$ cat config.mk
export PLATFORM = sky130hd
export DESIGN_NAME = program_loader_flat
export DESIGN_NICKNAME = d
export VERILOG_FILES = /design/src/rtl/program_loader_pkg.sv /design/src/rtl/program_loader_if.sv /design/src/rtl/program_loader_byte_packer.sv /design/src/rtl/program_loader.sv /design/src/flat_wrapper.sv
export SDC_FILE = /design/constraint.sdc
export NUM_CORES = 1
export LEC_CHECK = 0
export ABC_AREA = 1
export CAP_MARGIN = 20
export CORE_AREA = 2 2 98 100
export CTS_BUF_LIST = sky130_fd_sc_hd__clkbuf_4 sky130_fd_sc_hd__clkbuf_8 sky130_fd_sc_hd__clkbuf_16
export CTS_CLUSTER_DIAMETER = 200
export DETAILED_ROUTE_END_ITERATION = 10
export DIE_AREA = 0 0 100 102
export PLACE_DENSITY = 0.76
export RECOVER_POWER = 25
export SYNTH_ARGS = -nofsm -noshare
export SYNTH_HDL_FRONTEND = slang
export SYNTH_HIERARCHICAL = 1
export SYNTH_SLANG_ARGS = --single-unit
$ cat constraint.sdc
create_clock -name CLK -period 3.02 [get_ports CLK]
set_input_delay 0.453 -clock CLK [delete_from_list [all_inputs] [get_ports CLK]]
set_output_delay 0.453 -clock CLK [all_outputs]
set_load 0.02 [all_outputs]
$ cat src/rtl/program_loader_pkg.sv
`default_nettype none
// ============================================================================
// Module  : program_loader_pkg
// Purpose : Definitions shared by the program loader and the CPU controller.
//           Holds the loader FSM state encoding and the RAM direction levels.
// Ports   : none (package)
// Rev     : 1.0  initial release
// ============================================================================
package program_loader_pkg;

  typedef enum logic [2:0] {
    ST_IDLE      = 3'd0,
    ST_LEN_HI    = 3'd1,
    ST_LEN_LO    = 3'd2,
    ST_DAT_HI    = 3'd3,
    ST_DAT_LO    = 3'd4,
    ST_WR_SETUP  = 3'd5,
    ST_WR_STROBE = 3'd6,
    ST_FINISH    = 3'd7
  } loader_state_e;

  // EXT_RAM_RW levels seen by the RAM
  localparam logic c_RAM_RW_WRITE = 1'b1;
  localparam logic c_RAM_RW_READ  = 1'b0;

endpackage
`default_nettype wire

$ cat src/rtl/program_loader_if.sv
`default_nettype none
// ============================================================================
// Module  : program_loader_if
// Purpose : Bundle of the loader's control, byte-stream and RAM/CPU bus
//           signals.
// Ports   : START, RX_DATA, RX_VALID -> loader ; RX_READY, HALT, ADDRESS,
//           DATA, EXT_RAM_RW, EXT_RAM_EN, BUSY, DONE, ERR <- loader.
//           modport master = loader side, modport slave = environment side.
// Rev     : 1.0  initial release
// ============================================================================
interface program_loader_if;

  logic        START;
  logic [7:0]  RX_DATA;
  logic        RX_VALID;
  logic        RX_READY;
  logic        HALT;
  logic [15:0] ADDRESS;
  logic [15:0] DATA;
  logic        EXT_RAM_RW;
  logic        EXT_RAM_EN;
  logic        BUSY;
  logic        DONE;
  logic        ERR;

  modport master (
    input  START, RX_DATA, RX_VALID,
    output RX_READY, HALT, ADDRESS, DATA, EXT_RAM_RW, EXT_RAM_EN,
           BUSY, DONE, ERR
  );

  modport slave (
    output START, RX_DATA, RX_VALID,
    input  RX_READY, HALT, ADDRESS, DATA, EXT_RAM_RW, EXT_RAM_EN,
           BUSY, DONE, ERR
  );

endinterface
`default_nettype wire

$ cat src/rtl/program_loader_byte_packer.sv
`default_nettype none
// ============================================================================
// Module  : byte_packer
// Purpose : Assembles a 16-bit word from a byte pair, high byte first.
//           word_o is the word formed by the previously shifted byte (high)
//           and the byte currently presented (low), so the caller can
//           register the complete word on the same edge the low byte is
//           accepted.
// Ports   : CLK, RST (async active-low), shift_i (accept byte_i),
//           byte_i[7:0], word_o[15:0].
// Rev     : 1.0  initial release
// ============================================================================
module byte_packer (
  input  wire logic        CLK,
  input  wire logic        RST,
  input  wire logic        shift_i,
  input  wire logic [7:0]  byte_i,
  output logic      [15:0] word_o
);

  logic [7:0] hi_q;

  always_ff @(posedge CLK or negedge RST) begin
    if (!RST) begin
      hi_q <= 8'h00;
    end else if (shift_i) begin
      hi_q <= byte_i;
    end
  end

  assign word_o = {hi_q, byte_i};

endmodule
`default_nettype wire

$ cat src/rtl/program_loader.sv
`default_nettype none
// ============================================================================
// Module  : program_loader
// Purpose : Receives a length-prefixed word stream over a byte handshake,
//           halts the CPU and writes each word into RAM starting at
//           BASE_ADDR. Aborts with an ERR pulse when the stream stalls.
// Ports   : CLK, RST (async active-low), bus (program_loader_if.master):
//           START/RX_* in, RX_READY/HALT/ADDRESS/DATA/EXT_RAM_*/BUSY/DONE/
//           ERR out. All outputs are registered.
// Rev     : 1.0  initial release
// ============================================================================
module program_loader
  import program_loader_pkg::*;
#(
  parameter logic [15:0] BASE_ADDR = 16'h0000,
  parameter int          TIMEOUT   = 1000
) (
  input  wire logic        CLK,
  input  wire logic        RST,
  program_loader_if.master bus
);

  localparam int            TW         = (TIMEOUT > 1) ? $clog2(TIMEOUT) : 1;
  localparam logic [TW-1:0] c_TMO_LAST = TW'(TIMEOUT - 1);

  loader_state_e state_q;
  logic          rx_ready_q;
  logic          halt_q;
  logic          busy_q;
  logic          done_q;
  logic          err_q;
  logic          ram_en_q;
  logic          ram_rw_q;
  logic [15:0]   addr_q;
  logic [15:0]   data_q;
  logic [15:0]   wr_ptr_q;
  logic [15:0]   remain_q;
  logic [TW-1:0] tmo_q;

  logic          w_accept;
  logic [15:0]   w_word;

  assign w_accept = bus.RX_VALID & rx_ready_q;

  byte_packer u_packer (
    .CLK     (CLK),
    .RST     (RST),
    .shift_i (w_accept),
    .byte_i  (bus.RX_DATA),
    .word_o  (w_word)
  );

  always_ff @(posedge CLK or negedge RST) begin
    if (!RST) begin
      state_q    <= ST_IDLE;
      rx_ready_q <= 1'b0;
      halt_q     <= 1'b0;
      busy_q     <= 1'b0;
      done_q     <= 1'b0;
      err_q      <= 1'b0;
      ram_en_q   <= 1'b0;
      ram_rw_q   <= c_RAM_RW_READ;
      addr_q     <= BASE_ADDR;
      data_q     <= 16'h0000;
      wr_ptr_q   <= BASE_ADDR;
      remain_q   <= 16'h0000;
      tmo_q      <= '0;
    end else begin
      done_q <= 1'b0;
      err_q  <= 1'b0;
      case (state_q)
        ST_IDLE: begin
          if (bus.START) begin
            state_q    <= ST_LEN_HI;
            halt_q     <= 1'b1;
            busy_q     <= 1'b1;
            rx_ready_q <= 1'b1;
            tmo_q      <= '0;
            wr_ptr_q   <= BASE_ADDR;
          end
        end

        ST_LEN_HI, ST_LEN_LO, ST_DAT_HI, ST_DAT_LO: begin
          if (w_accept) begin
            tmo_q <= '0;
            case (state_q)
              ST_LEN_HI: state_q <= ST_LEN_LO;
              ST_LEN_LO: begin
                if (w_word == 16'h0000) begin
                  state_q    <= ST_FINISH;
                  rx_ready_q <= 1'b0;
                  halt_q     <= 1'b0;
                  busy_q     <= 1'b0;
                  done_q     <= 1'b1;
                end else begin
                  remain_q <= w_word;
                  state_q  <= ST_DAT_HI;
                end
              end
              ST_DAT_HI: state_q <= ST_DAT_LO;
              default: begin
                // Low data byte: latch the full word and its address so they
                // are stable for the whole setup/strobe pair.
                data_q     <= w_word;
                addr_q     <= wr_ptr_q;
                wr_ptr_q   <= wr_ptr_q + 16'd1;
                remain_q   <= remain_q - 16'd1;
                rx_ready_q <= 1'b0;
                ram_rw_q   <= c_RAM_RW_WRITE;
                state_q    <= ST_WR_SETUP;
              end
            endcase
          end else if (tmo_q == c_TMO_LAST) begin
            state_q    <= ST_IDLE;
            rx_ready_q <= 1'b0;
            halt_q     <= 1'b0;
            busy_q     <= 1'b0;
            err_q      <= 1'b1;
          end else begin
            tmo_q <= tmo_q + 1'b1;
          end
        end

        ST_WR_SETUP: begin
          ram_en_q <= 1'b1;
          state_q  <= ST_WR_STROBE;
        end

        ST_WR_STROBE: begin
          ram_en_q <= 1'b0;
          ram_rw_q <= c_RAM_RW_READ;
          if (remain_q != 16'h0000) begin
            state_q    <= ST_DAT_HI;
            rx_ready_q <= 1'b1;
            tmo_q      <= '0;
          end else begin
            state_q <= ST_FINISH;
            halt_q  <= 1'b0;
            busy_q  <= 1'b0;
            done_q  <= 1'b1;
          end
        end

        default: state_q <= ST_IDLE;  // ST_FINISH
      endcase
    end
  end

  assign bus.RX_READY   = rx_ready_q;
  assign bus.HALT       = halt_q;
  assign bus.BUSY       = busy_q;
  assign bus.DONE       = done_q;
  assign bus.ERR        = err_q;
  assign bus.EXT_RAM_EN = ram_en_q;
  assign bus.EXT_RAM_RW = ram_rw_q;
  assign bus.ADDRESS    = addr_q;
  assign bus.DATA       = data_q;

endmodule
`default_nettype wire

$ cat src/flat_wrapper.sv
// flat-port wrapper written by rule: the top's interface ports become plain ports
module program_loader_flat import program_loader_pkg::*;
#(
  parameter logic [15:0] BASE_ADDR = 16'h0000,
  parameter int          TIMEOUT   = 1000
)
  (CLK, RST, bus_START, bus_RX_DATA, bus_RX_VALID, bus_RX_READY, bus_HALT, bus_ADDRESS, bus_DATA, bus_EXT_RAM_RW, bus_EXT_RAM_EN, bus_BUSY, bus_DONE, bus_ERR);
  program_loader_if bus_i ();
  input  wire logic CLK;
  input  wire logic RST;
  input wire logic [$bits(bus_i.START)-1:0] bus_START;
  input wire logic [$bits(bus_i.RX_DATA)-1:0] bus_RX_DATA;
  input wire logic [$bits(bus_i.RX_VALID)-1:0] bus_RX_VALID;
  output wire logic [$bits(bus_i.RX_READY)-1:0] bus_RX_READY;
  output wire logic [$bits(bus_i.HALT)-1:0] bus_HALT;
  output wire logic [$bits(bus_i.ADDRESS)-1:0] bus_ADDRESS;
  output wire logic [$bits(bus_i.DATA)-1:0] bus_DATA;
  output wire logic [$bits(bus_i.EXT_RAM_RW)-1:0] bus_EXT_RAM_RW;
  output wire logic [$bits(bus_i.EXT_RAM_EN)-1:0] bus_EXT_RAM_EN;
  output wire logic [$bits(bus_i.BUSY)-1:0] bus_BUSY;
  output wire logic [$bits(bus_i.DONE)-1:0] bus_DONE;
  output wire logic [$bits(bus_i.ERR)-1:0] bus_ERR;
  assign bus_i.START = bus_START;
  assign bus_i.RX_DATA = bus_RX_DATA;
  assign bus_i.RX_VALID = bus_RX_VALID;
  assign bus_RX_READY = bus_i.RX_READY;
  assign bus_HALT = bus_i.HALT;
  assign bus_ADDRESS = bus_i.ADDRESS;
  assign bus_DATA = bus_i.DATA;
  assign bus_EXT_RAM_RW = bus_i.EXT_RAM_RW;
  assign bus_EXT_RAM_EN = bus_i.EXT_RAM_EN;
  assign bus_BUSY = bus_i.BUSY;
  assign bus_DONE = bus_i.DONE;
  assign bus_ERR = bus_i.ERR;
  program_loader #(.BASE_ADDR(BASE_ADDR), .TIMEOUT(TIMEOUT)) u_core (.CLK(CLK), .RST(RST), .bus(bus_i));
endmodule
Word level (Yosys, flattened, before mapping)
Index checks and enable logic that the tools add are counted.
Word-level totals
  flip-flop bits (word level): 91
  logic and storage cells: 97
Operators by class
  add/subtract/negate cells: 3
  equality and inequality tests: 19
  mux-type cells: 41
  bitwise operators: 3
  reductions and logical operators: 18
Operator list (number)
  two-way mux 16 bit: 4
  case mux 16 bit (2 select lines): 2
  two-way mux 10 bit: 4
  case mux 10 bit (3 select lines): 1
  two-way mux 1 bit: 17
  adder 16 x 1 -> 16 bit, second input constant: 1
  logical NOT 16 bit: 1
  nonzero test 16 bit: 1
  subtractor 16 x 1 -> 16 bit, second input constant: 1
  two-way mux 3 bit: 5
  case mux 3 bit (4 select lines): 1
  AND reduction 4 bit: 3
  AND reduction 6 bit: 2
  adder 10 x 1 -> 10 bit, second input constant: 1
  equality test 10 bit, second input constant: 1
  inequality test 2 bit, second input constant: 5
  equality test 3 bit, second input constant: 3
  inequality test 3 x 2 -> 1 bit, second input constant: 3
  case mux 3 bit (3 select lines): 1
  case mux 1 bit (2 select lines): 4
  equality test 3 x 2 -> 1 bit, second input constant: 2
  inequality test 3 bit, second input constant: 2
  case mux 1 bit (3 select lines): 2
  AND reduction 3 bit: 2
  12 further kinds: 15

Depth between registers and ports, before layout
  depth after elaboration: 5
  depth in mapped cells: 11
  mapped depth without buffers: 11

Hierarchy
The synthesis kept the hierarchy.
Modules (own cells, without submodules)
  program_loader: instances 1, cells an instance 611, area each 4538.1 sq um, sequential area each 2077.0 sq um
  byte_packer: instances 1, cells an instance 42, area each 365.4 sq um, sequential area each 200.2 sq um

Worst setup path after synthesis
Ideal clock, no wire load.
  path type: input to register
  start: input bus_RX_DATA[6]
  end: register u_core.remain_q[8]
  data arrival time: 1.389 ns
  data required time: 2.900 ns
  slack: 1.511 ns
  stages on the path: 10
  cell sequence: buf_4 > nor2_1 > nand2_1 > nor2_1 > nand3_2 > nand2_4 > inv_6 > buf_6 > o21ai_1 > nand2_1
On the way
  cells in the longest elaborated chain, start to end: 3
Ends and longest elaborated chain
  from (decl): line flat_wrapper.sv:12  | input wire logic [$bits(bus_i.RX_DATA)-1:0] bus_RX_DATA;
  logical NOT 16 bit: line program_loader.sv:89  | if (w_word == 16'h0000) begin
  inequality test 2 bit (no line)
  AND reduction 4 bit (no line)
  to (signal assigned): line program_loader.sv:96  | remain_q <= w_word;
  to (signal assigned): line program_loader.sv:107  | remain_q <= remain_q - 16'd1;
  to (decl): line program_loader.sv:37  | logic [15:0] remain_q;
No other way between the ends.
A chain may end at the register's enable or synchronous reset.

Worst setup path in the final report
  start: input bus_RX_VALID
  end: register u_core.wr_ptr_q[5]
On the way
  cells in the longest elaborated chain, start to end: 3
Ends and longest elaborated chain
  from (decl): line flat_wrapper.sv:13  | input wire logic [$bits(bus_i.RX_VALID)-1:0] bus_RX_VALID;
  AND 1 bit: line program_loader.sv:43  | assign w_accept = bus.RX_VALID & rx_ready_q;
  named net u_core.w_accept: line program_loader.sv:40  | logic w_accept;
  inequality test 2 bit (no line)
  AND reduction 4 bit (no line)
  to (signal assigned): line program_loader.sv:106  | wr_ptr_q <= wr_ptr_q + 16'd1;
  to (decl): line program_loader.sv:36  | logic [15:0] wr_ptr_q;
The timed path passes the listed nets, and every way through them passes these cells.

==> flow_metrics.tcl <==
set metrics [dict create \
    ir_drop_mv 0.224 \
    wl_met3_um 758 \
    endpoint "u_core/wr_ptr_q[5]" \
    die_h_um 102 \
    final_common_cell "nand2_1" \
    insertion_delay_ns 0.36 \
    r2r_end "u_core/wr_ptr_q[5]" \
    layout_common_cells "204 x nand2_1, 91 x dfrtp_1, 68 x inv_1" \
    synthCells 653 \
    place_hpwl_mm 8.05 \
    routed_wl_mm 11.4 \
    io_buffers 50 \
    path_clk_slew_ns 0.09 \
    grt_overflow 0 \
    antenna_found_initial 0 \
    power_leakage_nw 2.73 \
    crit_fanout 26 \
    clock_skew_ns 0.0135 \
    setup_viol 0 \
    synthMuxAreaShare_pct 0 \
    start_util_pct 53.8 \
    cts_num_sinks 91 \
    nets 704 \
    grt_use_total_pct 24.0 \
    synthAdderAreaFrac_pct 0.766 \
    dp_cells 789 \
    gp_congestion 0.896 \
    syn_to_final_growth_pct 13.8 \
    yosys_warnings 6 \
    grt_max_degree 52 \
    cts-root-buf "clkbuf_8" \
    cpMaxStageDelayCell "clkdlybuf4s50_1" \
    cp_data_arrival_time_ns 2.42 \
    syn-cell-area_um2 4900 \
    ctsResizeCount 0 \
    clk_path_buf_depth 2 \
    crit_chain "clkdlybuf4s50_1 -> nand2_2 -> inv_2 -> nand2_2 -> nand2_2 -> nand3_1 -> o21ai_0 -> a21oi_1" \
    placed_area_um2 5380 \
    wl_per_cell_um 14.2 \
    ys_types 31 \
    highest_layer "met4" \
    drt_pass1_iterations 5 \
    synth_flop_cell "dfrtp_1" \
    worstSetupStartpoint "bus_RX_VALID" \
    fillers 822 \
    postCtsSetupRepairBufs 0 \
    met2_length_mm 5.29 \
    die_area_um2 10200 \
    drc 0 \
    cts_buffers 9 \
    grt_pass1_wl_mm 19.6 \
    ios 51 \
    final.min_clock_period_ns 2.17 \
    drv_slew 0 \
    synthSimpleGateAreaFrac_pct 32.5 \
    cp_common_cell "nand2_2" \
    core_area_um2 9110 \
    synth_compound_area_share_pct 9.77 \
    ys_seq_elements 91 \
    final_hold_viol_count 0 \
    die_w_um 100 \
    core.rowCount 35 \
    num_antenna_cells 0 \
    setup.worst_path.start_class "input port" \
    finalPower_mw 2.15 \
    cpPeakStageDelay_ns 0.47 \
    synth_top_family_by_area "simple AND/OR/NAND/NOR gates" \
    synthXorXnorAreaFrac_pct 0.714 \
    rrSetupSlack_ns 1.01 \
    status "completed" \
    hold_buffers 0 \
    stdcell_count 805 \
    hold_ws_ns 0.0650 \
    cts-htree-levels 3 \
    dr.first_iter.drc_count 302 \
    r2r_start "u_core/bus.RX_READY" \
    vias 4431 \
    finalSetupTns_ns 0 \
    layout-drive-gt1-share_pct 7.93 \
    post-route-period-util_pct 72.0 \
    powerDensity_nw_per_um2 385 \
    end_kind "register" \
    async_reset_ff_share_pct 100 \
    stdcell_area_um2 5580 \
    worst_pin_slew_ns 1.15 \
    syn_area_per_cell_um2 7.51 \
    cts_tree "done" \
    fmax_mhz 460 \
    syn_nets 668 \
    cp_data_required_time_ns 3.27 \
    post_drt_via_cell_ratio 5.50 \
    cap_violations 0 \
    max-slew-margin-rel_pct 23.4 \
    yosysSeqAreaShare_pct 46.4 \
    m1WireLength_mm 5.23 \
    critical_path_class "in -> reg" \
    ant_nets 0 \
    r2r_cells 7 \
    hold_path.class "in -> async" \
    rsz0062_at_grt "no" \
    grt_pass1_vias 4113 \
    synth-edff-count 0 \
]
-- metal layers --
metal / vias to the layer above / GRT usage [%]
met3: 14 / 3.69
met5: - / 0
met4: 0 / 7.80
li1: 2163 / -
met2: 175 / 39.1
met1: 2079 / 33.2
-- state kept, by name (all words and copies together), names as in the netlist --
name,flops
u_core/bus.EXT_RAM_RW,1
u_core/wr_ptr_q,16
u_core/bus.ERR,1
u_core/bus.DATA,16
u_core/bus.DONE,1
u_core/bus.BUSY,1
u_core/remain_q,16
u_core/bus.ADDRESS,16
u_core/bus.RX_READY,1
u_core/state_q,3
u_core/u_packer/hi_q,8
u_core/bus.EXT_RAM_EN,1
u_core/tmo_q,10
-- where the power goes --
part / switching [mW] / internal [mW]
sequential: 0 / 1.22
combinational: 0.0344 / 0.0140
clock: 0.431 / 0.449
total: 0.466 / 1.68
-- logic make-up after synthesis --
| group | after synthesis |
|---|---|
| AO/OA/AOI/OAI | 89 |
| AND/OR/NAND/NOR | 364 |
| buffers and inverters | 102 |
| XOR/XNOR | 4 |
| flip-flops | 91 |
| adder cells (fa/ha/maj) | 3 |
-- per-stage QoR --
step | worst slack (ns) | util [%]
after floorplan | 1.51 | -
after global placement | 0.568 | 59.1
after detailed placement | 0.522 | 59.1
after CTS | 0.900 | 61.4
after global routing | 0.645 | 61.3
final | 0.846 | 61.3
-- Yosys cell counts (5+ instances only) --
master	number	share of area, %
o21ai_0	67	6.8
nor3_1	10	1.0
nor2_1	51	3.9
a21oi_1	7	0.71
inv_1	68	5.2
inv_2	5	0.38
nand2_2	8	1.0
nor2_2	7	0.89
nand3_1	43	4.4
o21ai_2	7	1.3
nand2_1	205	16
nand4_1	31	4.0
buf_2	8	0.82
buf_4	15	2.3
dfrtp_1	91	46
o21ai_1	5	0.51
-- layout make-up --
| type | instances | area (um^2) | area share [%] |
|---|---|---|---|
| Multi-Input combinational cell | 460 | 2150 | 38.5 |
| Clock buffer | 13 | 166 | 2.98 |
| Clock inverter | 3 | 46.3 | 0.830 |
| Sequential cell | 91 | 2280 | 40.8 |
| Tap cell | 111 | 139 | 2.49 |
| Inverter | 74 | 283 | 5.07 |
| Timing Repair Buffer | 53 | 518 | 9.28 |
-- how the worst min path moves through the flow --
| stage | to | slack (ns) |
|---|---|---|
| detailed placement | u_core/bus.DATA[14] | 0.47 |
| finish | u_core/remain_q[1] | 0.07 |
| global placement | u_core/bus.ADDRESS[1] | 0.46 |
| global route | u_core/remain_q[1] | 0.11 |
| CTS | u_core/remain_q[1] | 0.10 |
| floorplan | u_core/bus.ADDRESS[0] | 0.16 |
-- worst max-delay path, delay by kind of cell --
family                 cells  cell delay (ns)
AOI/OAI and AO/OA          2             0.24
and+or+nand+nor            4             0.98
buffers and inverters      2             0.74
Power figures use the tool's default switching activity.
